$ cat src/rtl/serial_pe_pkg.sv
// Shared widths, ctl bit indices and the operand bundle for the serial_pe
// multiply-accumulate processing element.
package serial_pe_pkg;

    localparam int unsigned DATA_W = 16;
    localparam int unsigned ACC_W  = 45;
    localparam int unsigned RES_W  = 32;
    localparam int unsigned CTL_W  = 2;
    localparam int unsigned PROD_W = 2 * DATA_W;

    localparam int unsigned CTL_FIRST = 0;
    localparam int unsigned CTL_LAST  = 1;

    // One element's worth of operands and framing as seen by the multiplier.
    typedef struct packed {
        logic [DATA_W-1:0] neuron;
        logic [DATA_W-1:0] weight;
        logic [CTL_W-1:0]  ctl;
        logic              vld;
    } pe_in_t;

    // Sign-extend a full-precision product to the accumulator width.
    function automatic logic [ACC_W-1:0] sext_prod(input logic [PROD_W-1:0] p);
        return {{(ACC_W - PROD_W){p[PROD_W-1]}}, p};
    endfunction

endpackage

$ cat src/rtl/serial_pe_mac.sv
// Signed 16x16 multiplier feeding a 45-bit load/accumulate register.
// acc is the running sum including this cycle's product, so a caller can
// capture the finished dot product on the same edge the register updates.
module serial_pe_mac
    import serial_pe_pkg::*;
(
    input  logic              clk,
    input  logic              rst_n,
    input  logic              en,
    input  logic              load,
    input  logic [DATA_W-1:0] a,
    input  logic [DATA_W-1:0] b,
    output logic [RES_W-1:0]  acc
);

    logic signed [PROD_W-1:0] prod_c;
    logic [ACC_W-1:0]         prod_ext_c;
    logic [ACC_W-1:0]         acc_d;
    logic [ACC_W-1:0]         acc_q;

    assign prod_c     = PROD_W'($signed(a)) * PROD_W'($signed(b));
    assign prod_ext_c = sext_prod(prod_c);

    // load restarts the sum with this product; otherwise wrap-around accumulate.
    always_comb begin
        acc_d = acc_q;
        if (en) begin
            acc_d = load ? prod_ext_c : acc_q + prod_ext_c;
        end
    end

    always_ff @(posedge clk or negedge rst_n) begin
        if (!rst_n) begin
            acc_q <= '0;
        end else begin
            acc_q <= acc_d;
        end
    end

    assign acc = acc_d[RES_W-1:0];

endmodule

$ cat src/rtl/serial_pe.sv
// Serial MAC processing element: optional input register, MAC, result register.
// Define SERIAL_PE_IN_REG_EN to register operands before the multiplier (latency 2).
module serial_pe
    import serial_pe_pkg::*;
(
    input  logic              clk,
    input  logic              rst_n,
    input  logic [DATA_W-1:0] neuron,
    input  logic [DATA_W-1:0] weight,
    input  logic [CTL_W-1:0]  ctl,
    input  logic              vld_i,
    output logic [RES_W-1:0]  result,
    output logic              vld_o
);

    pe_in_t            in_c;
    pe_in_t            stg_c;
    logic [RES_W-1:0]  sum_c;
    logic              end_c;
    logic [RES_W-1:0]  result_d;
    logic [RES_W-1:0]  result_q;
    logic              vld_o_d;
    logic              vld_o_q;

    assign in_c = '{neuron: neuron, weight: weight, ctl: ctl, vld: vld_i};

`ifdef SERIAL_PE_IN_REG_EN
    pe_in_t in_q;

    always_ff @(posedge clk or negedge rst_n) begin
        if (!rst_n) begin
            in_q <= '0;
        end else begin
            in_q <= in_c;
        end
    end

    assign stg_c = in_q;
`else
    assign stg_c = in_c;
`endif

    serial_pe_mac u_mac (
        .clk   (clk),
        .rst_n (rst_n),
        .en    (stg_c.vld),
        .load  (stg_c.ctl[CTL_FIRST]),
        .a     (stg_c.neuron),
        .b     (stg_c.weight),
        .acc   (sum_c)
    );

    // Capture the final sum on the vector's last element; result holds otherwise.
    assign end_c = stg_c.vld & stg_c.ctl[CTL_LAST];

    always_comb begin
        result_d = result_q;
        vld_o_d  = end_c;
        if (end_c) begin
            result_d = sum_c;
        end
    end

    always_ff @(posedge clk or negedge rst_n) begin
        if (!rst_n) begin
            result_q <= '0;
            vld_o_q  <= 1'b0;
        end else begin
            result_q <= result_d;
            vld_o_q  <= vld_o_d;
        end
    end

    assign result = result_q;
    assign vld_o  = vld_o_q;

endmodule

$ cat config.mk
export PLATFORM = sky130hd
export DESIGN_NAME = serial_pe
export DESIGN_NICKNAME = d
export VERILOG_FILES = /design/src/rtl/serial_pe_pkg.sv /design/src/rtl/serial_pe_mac.sv /design/src/rtl/serial_pe.sv
export SDC_FILE = /design/constraint.sdc
export NUM_CORES = 1
export LEC_CHECK = 0
export CELL_PAD_IN_SITES_DETAIL_PLACEMENT = 1
export CELL_PAD_IN_SITES_GLOBAL_PLACEMENT = 1
export CORE_MARGIN = 3
export CORE_UTILIZATION = 49
export CTS_CLUSTER_DIAMETER = 200
export CTS_CLUSTER_SIZE = 10
export DETAILED_ROUTE_END_ITERATION = 7
export PLACE_DENSITY = 0.92
export SLEW_MARGIN = 20
export SYNTH_ARGS = -nofsm -noshare
export SYNTH_HDL_FRONTEND = slang
export SYNTH_SLANG_ARGS = --single-unit
$ cat constraint.sdc
create_clock -name clk -period 4.2 [get_ports clk]
set_clock_uncertainty 0.1 [all_clocks]
set_input_delay 1.26 -clock clk [delete_from_list [all_inputs] [get_ports clk]]
set_output_delay 1.26 -clock clk [all_outputs]
set_load 0.005 [all_outputs]
==> flow_summary.toml, run 1 <==
[global_routing]
grt_max_degree = 66
grt_use_total_pct = 85.6
grt-ovfl-total = 644

[floorplanning]
die_x_um = 176
rows = 61
ios = 70
die_h_um = 176
initial_core_util_pct = 50.1

[placement]
placed_area_um2 = 17700
gp_congestion = 0.923
dp_hpwl_um = 45600
dp.cells = 2229
port-buffer-count = 69

[outcome]
lastStage = "global routing (5_1_grt)"
error = "[ERROR GRT-0232] Routing congestion too high. Check the congestion heatmap in the GUI."
outcome = "aborted with a tool error"

[clock_tree]
clock-sinks = 65
cts.path.max_buffers = 2
cts_buffers = 9
h-tree-depth = 3
cts_root_buffer = "clkbuf_16"

[timing]
endpoint_type = "register input"
worst_endpoint = "result[31]$_DFFE_PN0P_/D"

[yosys]
synth-main-ff-cell = "dfrtp_1"
syn_nets = 1972
synth.yosys.warnings = 0
yosys.cell_types.count = 70
syn_avg_cell_area_um2 = 9.04
ys_ff_latch = 65
seq_area_frac_synth_pct = 11.6
synthTopCellsByArea = "fa_1 (37%), dfrtp_1 (12%), ha_1 (10%), inv_1 (8.4%), and2_1 (5.7%)"
synth_top_area_cell = "fa_1"
synth-edff-count = 0
synth_cells = 1557
synthArstFlopShare_pct = 100
synth_area_um2 = 14100
synth_top_area_share_pct = 37.4
==> kinds of logic after synthesis <==
logic type	share of synthesized area, %
AOI/OAI and AO/OA	11.1
xor gates and xnor gates	3.61
adders and majority gates	47.6
buffers and inverters	9.96
DFF	11.6
muxes	1.30
and+or+nand+nor	14.9
==> metal layers <==
layer,overflow,track usage (%)
met4,232,95.1
met1,3,83.5
met3,5,71.2
met5,0,18.4
met2,404,101
==> per-stage QoR <==
stage	hold slack, ps	setup TNS (ps)	setup slack, ps
CTS	391	-200730	-4750
detailed placement	378	-252760	-5750
global placement	372	-225250	-5020
floorplan	373	-154270	-4220
==> cells in the mapped netlist, drive strengths merged, types with 3 or more instances <==
cell and instances:
nand3 13, o21a 9, and2 128, o31ai 3, buf 4, a21oi 80
a211oi 9, nand2b 10, and3 7, dfrtp 65, o21bai 4, o221ai 3
nor2b 5, mux2i 7, inv 315, nand4 3, or3 8, o21ai 63
fa 263, xnor2 45, mux2 10, xor2 13, nor2 68, nor3 11
a31oi 8, clkbuf 47, o211ai 4, ha 115, nand2 175, a21o 33
a211o 4
==> what timing repair did <==
action,CTS
gates resized for setup,362
pin swaps,147
cloned,4
hold buffers,0
setup endpoints to repair,60
buffers inserted,86
==> inputs of run 2 (changes only) <==
CELL_PAD_IN_SITES_DETAIL_PLACEMENT = unset   (was 1)
CELL_PAD_IN_SITES_GLOBAL_PLACEMENT = unset   (was 1)
CORE_UTILIZATION = 40   (was 49)
CTS_CLUSTER_DIAMETER = unset   (was 200)
CTS_CLUSTER_SIZE = unset   (was 10)
PLACE_DENSITY = unset   (was 0.92)
PLACE_DENSITY_LB_ADDON = 0.15   (was unset)
==> run 2 against run 1 <==
  * The flow now finishes, with violations (negative setup slack)
  * Area after synthesis unchanged
  * Synthesized cell count unchanged
==> flow_summary.toml, run 2 <==
[outcome]
outcome = "finished with violations"
violations = "negative setup slack"

[yosys]
yosys.cell_types.count = 70
syn_avg_cell_area_um2 = 9.04
synth_top_area_cell = "fa_1"
yosysMostFrequentCell = "inv_1"
synth_top_area_share_pct = 37.4
synth_area_um2 = 14100
synth-edff-count = 0
synth_cells = 1557
synth.yosys.warnings = 0
synthTopCellsByArea = "fa_1 (37%), dfrtp_1 (12%), ha_1 (10%), inv_1 (8.4%), and2_1 (5.7%)"
ys_ff_latch = 65
yosys-top-cells-count = "inv_1 (315), fa_1 (263), nand2_1 (174)"
seq_area_frac_synth_pct = 11.6
synthArstFlopShare_pct = 100
syn_nets = 1972
synth-main-ff-cell = "dfrtp_1"

[timing]
worstMarginPinSlew_ps = 831
max_freq_ghz = 0.118
drv_slew = 0
fin_crit_sh_pct = 202
rsz0062_at_grt = "true"
setup_viol = 56
fin_tns_setup_ps = -181460
fin_crit_ps = 8490
relSlewSlack_pct = 44.6
hold_viol = 0
fin_ws_ps = -4290

[clock_tree]
postCtsHoldBufs = 0
cts_root_buffer = "clkbuf_16"
clock-sinks = 65
cts.path.max_buffers = 2
cts_buffers = 9
clk_latency_ps = 330
cts.clk_slew.worst_paths_ps = 60
h-tree-depth = 3
cts_tree = "built"

[global_routing]
grt_use_total_pct = 21.0
grt_pass1_wl_um = 65400
grt_max_degree = 66
first_global_vias = 12800
antenna_found_initial = 1
grt-ovfl-total = 0

[routing]
drtPass1Iterations = 5
drtIter0Drc = 507
wl_per_cell_um = 15.7
viasPerCell = 4.84
vias = 11800
final_antenna_net_count = 0
drcViolationCount = 0
routed_wl_um = 38200

[cells_and_area]
fin_area_um2 = 20300
drive_gt1_share_pct = 37.3
area_growth_pct = 43.9
final_common_cell = "buf_4"
final_cell_mix = "buf_4 (312), inv_1 (281), fa_1 (243), nand2_1 (154), and2_1 (90)"
fin_nets = 2383
n_antenna_cell = 0

[floorplanning]
die_h_um = 194
rows = 68
die_x_um = 194
die_area_um2 = 37500
core_um2 = 34600
initial_core_util_pct = 40.7
ios = 70

[hold_path]
holdCritPathClass = "flip-flop to flip-flop"

[setup_path]
arrival_ps = 8600
worstSetupStartpointType = "primary input"
slowest_stage = "fa_1"
path_class = "primary input to flip-flop"
cpMostUsedCell = "fa_1"
crit_path_end_kind = "flip-flop"
cp_slowest_stage_delay_ps = 550
critPathMaxFanout = 7
cp.required_ps = 4320

[placement]
dp_hpwl_um = 30100
port-buffer-count = 69
gp_congestion = 0.870
placed_area_um2 = 17900
post-place-ws_ps = -5050

[run]
max-cap-violations = 0
==> run 2: repair_timing <==
action                     in CTS  in global routing
setup buffers                  71                 29
gates cloned                    7                  0
setup endpoints to repair      60                 58
pin swaps                      91                 84
gates resized for setup       289                141
==> run 2: cell families after synthesis <==
kind of cell    synth area share (%)
xor+xnor                        3.61
fa+ha+maj                       47.6
mux                             1.30
flops                           11.6
compound gates                  11.1
simple gates                    14.9
buf+inv                         9.96
==> run 2: path summary, 6_finish.rpt <==
path                            slack, ps           start  depth (start not counted)         endpoint
worst max-delay path                -4290      neuron[15]                         32       result[31]
worst min-delay path                  380      result[10]                          2       result[10]
worst max register to register        880  u_mac.acc_q[0]                         12  u_mac.acc_q[22]
worst min register to register        380      result[10]                          2       result[10]
max in group asynchronous            2440           rst_n                          2   u_mac.acc_q[0]
min in group asynchronous             990           rst_n                          2       result[29]
==> run 2: stage by stage <==
stage | utilization (%) | instances | hold slack [ps]
3_5_place_dp | 51.8 | 2320 | 376
2_1_floorplan | - | 1557 | 373
4_1_cts | 56.7 | 2409 | 390
3_3_place_gp | 51.8 | 2320 | 368
5_1_grt | 58.5 | 2428 | 400
6_report | 58.5 | 2428 | 383
==> run 2: final cells by class <==
class	instances	area, um^2
Clock buffer	9	225
Tap cell	455	569
Inverter	316	1190
Multi-Input combinational cell	1125	12600
Sequential cell	65	1630
Timing Repair Buffer	451	3920
Fill cell	2987	14400
Clock inverter	7	77.6
==> run 2: critical path, delay by kind of cell <==
kind | cells | cell delay, ps
compound gates | 8 | 1210
simple gates | 6 | 1060
fa+ha+maj | 8 | 3590
buf+inv | 6 | 760
mux | 1 | 270
xor+xnor | 3 | 460
==> run 2: metal layers <==
layer  GRT usage, %  part of all wire, %  up-vias
li1               -                    -     5643
met1           31.0                   48     5860
met5              0                0.026        -
met3           2.26                  3.6       45
met2           34.0                   47      200
met4           4.07                  1.6        2
Power of run 2 is left out: the tool's default activity adds up to more than one toggle a clock period on the data nets, which glitch-free logic cannot reach.
==> inputs of run 3 (changes only) <==
CTS_BUF_LIST = sky130_fd_sc_hd__clkbuf_16   (was unset)
==> results of run 3 <==
No change in the layout: final DEF, timing and power equal those of run 2.
Power of run 3 is left out for the same reason.
